File: src/rtl/alu_issue_ctrl.sv
// Issue controller between a request/response handshake and an external single-cycle ALU.
// Optional statistics counters are enabled by defining ALU_ISSUE_STATS_EN.
module alu_issue_ctrl (
  input  logic        clk,
  input  logic        rst,
  input  logic        op_valid,
  output logic        op_ready,
  input  logic [5:0]  op_funct,
  input  logic [31:0] op_a,
  input  logic [31:0] op_b,
  output logic [31:0] alu_src1,
  output logic [31:0] alu_src2,
  output logic [3:0]  alu_ctrl,
  input  logic [31:0] alu_result,
  input  logic        alu_zero,
  input  logic        alu_cout,
  input  logic        alu_overflow,
  output logic        rsp_valid,
  input  logic        rsp_ready,
  output logic [31:0] rsp_result,
  output logic [2:0]  rsp_flags,
  output logic        rsp_err,
  output logic [15:0] stat_ops,
  output logic [15:0] stat_errs
);

  typedef enum logic [1:0] {IDLE, ISSUE, WAIT, RESP} state_t;

  state_t      state_q, state_d;
  logic [31:0] src1_q, src1_d;
  logic [31:0] src2_q, src2_d;
  logic [3:0]  ctrl_q, ctrl_d;
  logic [31:0] result_q, result_d;
  logic [2:0]  flags_q, flags_d;
  logic        err_q, err_d;

  logic        funct_legal;
  logic [3:0]  funct_code;
  logic        accept;

  always_comb begin
    funct_legal = 1'b1;
    funct_code  = 4'b0000;
    unique case (op_funct)
      6'b100100: funct_code = 4'b0000;
      6'b100101: funct_code = 4'b0001;
      6'b100000: funct_code = 4'b0010;
      6'b100010: funct_code = 4'b0110;
      6'b100111: funct_code = 4'b1100;
      6'b101010: funct_code = 4'b0111;
      default:   funct_legal = 1'b0;
    endcase
  end

  assign accept = (state_q == IDLE) && op_valid;

  // NOTE: every signal assigned below gets a default first, so no path leaves it unassigned and no latch is inferred.
  always_comb begin
    state_d  = state_q;
    src1_d   = src1_q;
    src2_d   = src2_q;
    ctrl_d   = ctrl_q;
    result_d = result_q;
    flags_d  = flags_q;
    err_d    = err_q;
    unique case (state_q)
      IDLE: begin
        if (op_valid) begin
          if (funct_legal) begin
            src1_d  = op_a;
            src2_d  = op_b;
            ctrl_d  = funct_code;
            state_d = ISSUE;
          end else begin
            // Illegal funct skips the ALU entirely; its operand registers keep the prior issue.
            result_d = '0;
            flags_d  = '0;
            err_d    = 1'b1;
            state_d  = RESP;
          end
        end
      end
      ISSUE: state_d = WAIT;
      WAIT: begin
        result_d = alu_result;
        flags_d  = {alu_overflow, alu_cout, alu_zero};
        err_d    = 1'b0;
        state_d  = RESP;
      end
      RESP: begin
        if (rsp_ready) state_d = IDLE;
      end
      default: state_d = IDLE;
    endcase
  end

  // NOTE: sequential state uses non-blocking assignments so all registers update together at the edge.
  always_ff @(posedge clk) begin
    if (rst) begin
      state_q  <= IDLE;
      src1_q   <= '0;
      src2_q   <= '0;
      ctrl_q   <= '0;
      result_q <= '0;
      flags_q  <= '0;
      err_q    <= 1'b0;
    end else begin
      state_q  <= state_d;
      src1_q   <= src1_d;
      src2_q   <= src2_d;
      ctrl_q   <= ctrl_d;
      result_q <= result_d;
      flags_q  <= flags_d;
      err_q    <= err_d;
    end
  end

  assign op_ready   = (state_q == IDLE);
  assign rsp_valid  = (state_q == RESP);
  assign alu_src1   = src1_q;
  assign alu_src2   = src2_q;
  assign alu_ctrl   = ctrl_q;
  assign rsp_result = result_q;
  assign rsp_flags  = flags_q;
  assign rsp_err    = err_q;

`ifdef ALU_ISSUE_STATS_EN
  logic [15:0] stat_ops_q, stat_errs_q;

  // Both counters saturate at all-ones rather than wrapping.
  always_ff @(posedge clk) begin
    if (rst) begin
      stat_ops_q  <= '0;
      stat_errs_q <= '0;
    end else if (accept) begin
      if (funct_legal && (stat_ops_q != 16'hFFFF))
        stat_ops_q <= stat_ops_q + 16'd1;
      if (!funct_legal && (stat_errs_q != 16'hFFFF))
        stat_errs_q <= stat_errs_q + 16'd1;
    end
  end

  assign stat_ops  = stat_ops_q;
  assign stat_errs = stat_errs_q;
`else
  logic unused_accept;
  assign unused_accept = accept;
  assign stat_ops  = '0;
  assign stat_errs = '0;
`endif

endmodule

File: config.mk
export PLATFORM = sky130hd
export DESIGN_NAME = alu_issue_ctrl
export DESIGN_NICKNAME = d
export VERILOG_FILES = /design/src/rtl/alu_issue_ctrl.sv
export SDC_FILE = /design/constraint.sdc
export NUM_CORES = 1
export LEC_CHECK = 0
export ABC_AREA = 1
export CAP_MARGIN = 30
export CORE_AREA = 2 2 107 109
export CTS_CLUSTER_DIAMETER = 40
export CTS_CLUSTER_SIZE = 14
export DETAILED_ROUTE_END_ITERATION = 8
export DIE_AREA = 0 0 109 111
export HOLD_SLACK_MARGIN = 0.08
export PLACE_DENSITY_LB_ADDON = 0.05
export SETUP_SLACK_MARGIN = 0.02
export SYNTH_ARGS = -nofsm -noshare
export SYNTH_HDL_FRONTEND = slang
export SYNTH_SLANG_ARGS = --single-unit
File: constraint.sdc
create_clock -name clk -period 3.73 [get_ports clk]
set_input_delay 1.119 -clock clk [delete_from_list [all_inputs] [get_ports clk]]
set_output_delay 1.119 -clock clk [all_outputs]
set_load 0.02 [all_outputs]
==> impl_summary.log, run 1 <==
[metrics] run status: complete, no violations
[metrics] Synth Area in Adders: 0.828%
[metrics] setup repair after global routing missed its margin: false
[metrics] multiplexer fraction of the synthesized cell area: 0%
[metrics] Worst Hold Path Cells: 2
[metrics] arrival time at the worst endpoint: roughly 1.8 ns
[metrics] headroom to the max-slew limit: 59.3%
[metrics] Critical Path Max Stage Delay: around 0.71 ns
[metrics] GRT Util Overall: 20.2%
[metrics] post-cts gate resize count: 0
[metrics] number of primary I/O pins: 247
[metrics] critical path class: reg -> out
[metrics] via count of the first global-routing pass: 4164
[metrics] post-synthesis register bit count: 106
[metrics] antenna violations before repair: 0
[metrics] wirelength, routed: 12500 um
[metrics] residual antenna-violating net count after detailed routing: 0
[metrics] DIE AREA: 0.0121 mm^2
[metrics] final core utilization: 61.7%
[metrics] Synth Area in Compound Gates: 10.9%
[metrics] synthesized-area fraction occupied by xor and xnor cells: 0%
[metrics] final worst-path setup slack: between 0.8 and 0.9 ns
[metrics] worst min-delay path endpoint: alu_src2[30]
[metrics] H-Tree Level Count: 3
[metrics] starting DRC count in detailed routing: 232
[metrics] overflow left after global routing: 0
[metrics] Final Wtd Congestion: 0.764
[metrics] endpoint type of the worst setup path: primary output
[metrics] worst-case hold slack: 0.481 ns
[metrics] Crit Path Max Fanout: 7
[metrics] LEAKAGE: ~2.9 nW
[metrics] buffers inserted by post-CTS timing repair: 0
[metrics] hold-fix buffers at CTS: 0
[metrics] Yosys cell types: 20
[metrics] global-route wire length before repair: between 15000 and 20000 um
[metrics] max-cap check violation count: 0
[metrics] Vias: 4449
[metrics] slowest cell on the critical path: clkdlybuf4s50_1
[metrics] transition time of the tightest slew-check pin: between 0.6 and 0.7 ns
[metrics] endpoints failing setup: 0
[metrics] number of cell rows: 39
[metrics] area of the mapped netlist: 0.00453 mm^2
[metrics] CP startpoint kind: flip-flop
[metrics] Fin. Hold Viols: 0
[metrics] final non-filler cell area: 0.00684 mm^2
[metrics] setup skew after layout: 0.00733 ns
[metrics] share of final-layout standard cells stronger than drive strength 1: 3.25%
[metrics] total DRC errors in the routed layout: 0
[metrics] clock input transition at the sequential cells of the worst setup and hold paths: 0.07 ns
[metrics] half-perimeter wire length after placement: 8730 um
[metrics] f_max: ~340 MHz
[metrics] clock buffer depth: 2
[metrics] critical path required time: 2.61 ns
[metrics] clock period minus final worst setup slack: 2.90 ns
[metrics] Filler Cells Inserted: around 1000
[metrics] Clock Latency Late Sink: 0.34 ns
[metrics] Port Buffers: between 200 and 250
[metrics] Setup Total Neg Slack: 0 ns
[metrics] final antenna diode count: 0
[metrics] synthesized netlist cell count: 637
[metrics] Avg Cell Area, Syn: 7.12 um^2
[metrics] Layout Nets: approximately 940
[metrics] commonest non-fill, non-tap cell in the layout: clkdlybuf4s50_1
[metrics] critical path startpoint: state_q[0]
[metrics] starting density of the core: 40.9%
[metrics] simple-gate share of the synthesized area: a little over a quarter
[metrics] final routed wire length divided by cell count: 12.8 um
[metrics] Reg2Reg Launch Point: state_q[0]
[metrics] Area Overhead vs Synth: 50.8%
[metrics] post-placement setup slack: 0.629 ns
[metrics] path depth of the worst reg2reg path: 8
[metrics] HP Start: alu_src2[30]
[metrics] type of the tightest min-delay check: reg -> reg
[metrics] clock tree from TritonCTS: yes
[metrics] via-per-instance ratio: 4.57
[metrics] critical register-to-register path endpoint: rsp_result[30]
[metrics] Die Span Y: 111 um
[metrics] number of buffers added by the clock tree synthesis step: 9
[metrics] sequential share of the synthesized area: between 40 and 50%
[metrics] clock sink count: around 110
[metrics] drt first pass iters: 4
[metrics] critical-path cell list: inv_1 > ha_1 > clkdlybuf4s50_1
[metrics] maximum number of pins on one net before global-route repair: ~70
[metrics] register-to-register setup slack: 1.58 ns
[metrics] Worst IR Drop VDD: 353 uV
[metrics] placement-stage cell area: 0.00656 mm^2
[metrics] leading cell types in the layout, fill and taps excluded: clkdlybuf4s50_1, nor2_1, dfxtp_1
[metrics] main combinational cell family by area after synthesis: simple AND/OR/NAND/NOR gates
[metrics] max-slew violation count: 0
[metrics] total power per unit cell area: approximately 570 mW/mm^2
[metrics] master cell of the clock root buffer: clkbuf_16
[metrics] floorplan core area: 0.0111 mm^2
[metrics] Tcrit/Tclk final: 77.8%
[metrics] Die Span X: around 110 um
[metrics] number of warnings issued by yosys: 0
[cell families after synthesis]
kind of cell    count (synthesis)
compound gates                 98
other cells                     1
fa+ha+maj                       3
flops                         106
simple gates                  314
buf+inv                       115
[where the power goes]
group	internal (mW)	switching (mW)	total (mW)
registers	1.30	0.0877	1.39
clock network	0.485	0.400	0.885
logic	0.704	0.946	1.65
total	2.49	1.43	3.93
[registers in the layout, indices dropped and copies added (netlist names)]
signal and count:
alu_src2 32, rsp_err 1, rsp_flags 3, state_q 2, rsp_result 32, alu_ctrl 4, alu_src1 32
[Yosys cell counts (all sizes together)]
master | count | area share, %
nor2 | 186 | 15
dfxtp | 106 | 47
nand2 | 100 | 8.6
o21ai | 69 | 7.6
buf | 53 | 9.1
inv | 42 | 3.5
a21oi | 28 | 3.1
nand3 | 26 | 2.9
clkbuf | 20 | 1.7
ha | 3 | 0.83
nor3 | 2 | 0.22
conb | 1 | 0.083
o21bai | 1 | 0.17
[metal layers]
layer | routed length [um] | vias to the layer above | global-route usage (%)
met1 | 5050 | 2002 | 22.6
met5 | 0 | - | 0
met3 | 1110 | 20 | 7.05
met2 | 5950 | 148 | 34.7
li1 | - | 2279 | -
met4 | 337 | 0 | 7.52
[cell type report]
| type | count | area (um^2) | share of cell area [%] |
|---|---|---|---|
| timing repair buffer | 220 | 2210 | 32.4 |
| sequential | 106 | 2120 | 31.0 |
| multi-input combinational | 447 | 1890 | 27.7 |
| clock buffer | 13 | 260 | 3.81 |
| tap | 143 | 179 | 2.62 |
| inverter | 42 | 158 | 2.31 |
| clock inverter | 2 | 12.5 | 0.183 |
[through the flow]
| step | cells | power [mW] |
|---|---|---|
| finish | 973 | 3.93 |
| global route | 973 | 4.21 |
| CTS | 973 | 3.97 |
| detailed placement | 958 | 3.07 |
| global placement | 958 | 3.02 |
| floorplan | 668 | 2.55 |
[how the worst max path moves through the flow]
stage	slack, ns	endpoint	depth (start not counted)
floorplan	1.58	rsp_flags[1]	10
global placement	0.73	rsp_result[2]	10
detailed placement	0.63	rsp_result[9]	10
CTS	0.81	op_ready	3
global route	0.74	rsp_result[30]	11
finish	0.83	op_ready	3
[critical path, delay by kind of cell (launching register included)]
kind	cells	cell delay (ns)
DFF	1	0.32
buffers and inverters	2	0.79
adders and majority gates	1	0.33
(Power assumes the default switching activity.)
==> run 2, diff against run 1 <==
Settings changed: CORE_AREA 2 2 107 109 to 2 2 111 113, DIE_AREA 0 0 109 111 to 0 0 113 115.
Clock period 3.73 ns to 2.7 ns, I/O delays scaled along.
==> impl_summary.log, run 2 (synthesis gave the netlist of run 1 again) <==
[metrics] via-per-instance ratio: 4.49 (was 4.57)
[metrics] global-route wire length before repair: 19700 um (was 19500 um)
[metrics] drt first pass iters: 6 (was 4)
[metrics] Die Span X: 113 um (was 109 um)
[metrics] Vias: 4423 (was 4449)
[metrics] number of cell rows: 40 (was 39)
[metrics] Clock power frac: 21.6% (was 22.6%)
[metrics] CP startpoint kind: flip-flop (unchanged)
[metrics] endpoint type of the worst setup path: primary output (unchanged)
[metrics] post-cts gate resize count: 0 (unchanged)
[metrics] critical path required time: 1.89 ns (was 2.61 ns)
[metrics] path depth of the worst reg2reg path: 9 (was 8)
[metrics] clock tree from TritonCTS: yes (unchanged)
[metrics] clock sink count: 106 (unchanged)
[metrics] Worst Hold Path Cells: 2 (unchanged)
[metrics] buffers inserted by post-CTS timing repair: 0 (unchanged)
[metrics] setup skew after layout: 0.00578 ns (was 0.00733 ns)
[metrics] final antenna diode count: 0 (unchanged)
[metrics] Die Span Y: 115 um (was 111 um)
[metrics] clock buffer depth: 2 (unchanged)
[metrics] floorplan core area: 0.0118 mm^2 (was 0.0111 mm^2)
[metrics] Fin. Hold Viols: 0 (unchanged)
[metrics] Filler Cells Inserted: 1182 (was 1045)
[metrics] endpoints failing setup: 0 (unchanged)
[metrics] share of total power consumed by net switching: 36.7% (was 36.5%)
[metrics] LEAKAGE: 2.91 nW (was 2.88 nW)
[metrics] number of buffers added by the clock tree synthesis step: 9 (unchanged)
[metrics] total power after layout: 5.46 mW (was 3.93 mW)
[metrics] maximum number of pins on one net before global-route repair: 76 (was 71)
[metrics] share of final-layout standard cells stronger than drive strength 1: 4.30% (was 3.25%)
[metrics] Setup Total Neg Slack: 0 ns (unchanged)
[metrics] master cell of the clock root buffer: clkbuf_16 (unchanged)
[metrics] final core utilization: 58.5% (was 61.7%)
[metrics] Final Wtd Congestion: 0.801 (was 0.764)
[metrics] commonest non-fill, non-tap cell in the layout: clkdlybuf4s50_1 (unchanged)
[metrics] Crit Path Max Fanout: 7 (unchanged)
[metrics] wirelength, routed: 12700 um (was 12500 um)
[metrics] final routed wire length divided by cell count: 12.9 um (was 12.8 um)
[metrics] routing layer with the top usage in global route: met2 (unchanged)
[metrics] via count of the first global-routing pass: 4093 (was 4164)
[metrics] DIE AREA: 0.0130 mm^2 (was 0.0121 mm^2)
[metrics] clock period minus final worst setup slack: 2.59 ns
[metrics] half-perimeter wire length after placement: 9220 um (was 8730 um)
[metrics] leading cell types in the layout, fill and taps excluded: clkdlybuf4s50_1, nor2_1, dfxtp_1 (unchanged)
[metrics] critical path class: reg -> out (unchanged)
[metrics] starting DRC count in detailed routing: 221 (was 232)
[metrics] total DRC errors in the routed layout: 15 (was 0)
[metrics] internal power: 3.46 mW (was 2.49 mW)
[metrics] type of the tightest min-delay check: reg -> reg (unchanged)
[metrics] global-route met2 utilization: 32.1% (was 34.7%)
[metrics] antenna violations before repair: 0 (unchanged)
[metrics] register-to-register setup slack: 1.01 ns (was 1.58 ns)
[metrics] run status: finished, violations left (was complete, no violations)
[metrics] met1 Usage GRT: 22.6% (about the same)
[metrics] HP Start: rsp_result[11] (was alu_src2[30])
[metrics] arrival time at the worst endpoint: 1.78 ns (about the same)
[metrics] overflow left after global routing: 0 (unchanged)
[metrics] placement-stage cell area: 0.00665 mm^2 (was 0.00656 mm^2)
[metrics] Port Buffers: 214 (unchanged)
[metrics] GRT met3 Usage: 4.59% (was 7.05%)
[metrics] clock input transition at the sequential cells of the worst setup and hold paths: 0.07 ns (about the same)
[metrics] H-Tree Level Count: 3 (unchanged)
[metrics] Flop pwr share: 35.1% (was 35.4%)
[metrics] total power per unit cell area: 790 mW/mm^2 (was 574 mW/mm^2)
[metrics] combinational power share: 43.3% (was 42.0%)
[metrics] Layout Nets: 946 (was 938)
[metrics] Worst IR Drop VDD: 495 uV (was 353 uV)
[metrics] f_max: 386 MHz
[metrics] Area Overhead vs Synth: 52.6% (was 50.8%)
[metrics] violated checks: DRC
[metrics] number of primary I/O pins: 247 (unchanged)
[metrics] residual antenna-violating net count after detailed routing: 0 (unchanged)
[metrics] area taken by multi-input logic gates: 0.00189 mm^2 (unchanged)
[metrics] max-slew violation count: 0 (unchanged)
[metrics] hold-fix buffers at CTS: 0 (unchanged)
[metrics] final non-filler cell area: 0.00692 mm^2 (was 0.00684 mm^2)
[metrics] Tcrit/Tclk final: 95.8%
[metrics] flip-flop and latch area: 0.00212 mm^2 (unchanged)
[metrics] max-cap check violation count: 0 (unchanged)
[metrics] setup repair after global routing missed its margin: false (unchanged)
[metrics] switching power: 2.01 mW (was 1.43 mW)
[metrics] critical register-to-register path endpoint: alu_src2[2] (was rsp_result[30])
[metrics] Reg2Reg Launch Point: state_q[0] (unchanged)
[metrics] starting density of the core: 38.4% (was 40.9%)
[metrics] Clock Latency Late Sink: 0.34 ns (about the same)
[metrics] GRT Util Overall: 18.9% (was 20.2%)
[metrics] worst min-delay path endpoint: rsp_result[11] (was alu_src2[30])
==> run 2: how the worst max path moves through the flow <==
stage	startpoint	end	slack, ns
3_5_place_dp	op_funct[1]	alu_src2[2]	0.22
3_3_place_gp	op_funct[2]	state_q[1]	0.29
2_1_floorplan	op_funct[4]	rsp_flags[1]	0.86
5_1_grt	state_q[0]	op_ready	0.03
4_1_cts	state_q[0]	op_ready	0.08
6_report	state_q[0]	op_ready	0.11
==> run 2: through the flow <==
step / hold slack, ns / setup slack [ns] / instances
finish: 0.479 / 0.112 / 985
global route: 0.498 / 0.0346 / 985
CTS: 0.484 / 0.0829 / 985
detailed placement: 0.468 / 0.219 / 970
global placement: 0.463 / 0.290 / 970
floorplan: 0.530 / 0.858 / 668
==> run 2: critical path, cell delays in order, from the launching register on <==
cell,delay (ns)
dfxtp_1,0.32
inv_1,0.08
ha_1,0.34
clkdlybuf4s50_1,0.70
==> run 2: final cells by class <==
type                    count  share of cell area (%)
repair buffers            228                    33.2
flip-flops and latches    106                    30.7
multi-input cells         447                    27.4
clock buffers              10                    3.31
well taps                 147                    2.66
inverters                  42                    2.28
clock inverters             5                   0.470
==> run 2: power groups by stage <==
stage,Sequential (mW),Clock (mW),Combinational [mW]
4_1_cts,1.92,1.22,2.40
6_report,1.92,1.18,2.37
3_5_place_dp,1.95,0,2.39
3_3_place_gp,1.94,0,2.33
5_1_grt,1.94,1.29,2.65
2_1_floorplan,2.20,0,1.33
==> run 2: layer usage <==
metal  part of all wire (%)  vias up
met5                      0        -
met4                    2.9        0
met3                    8.1       27
met2                     47      163
met1                     42     1934
li1                       -     2299
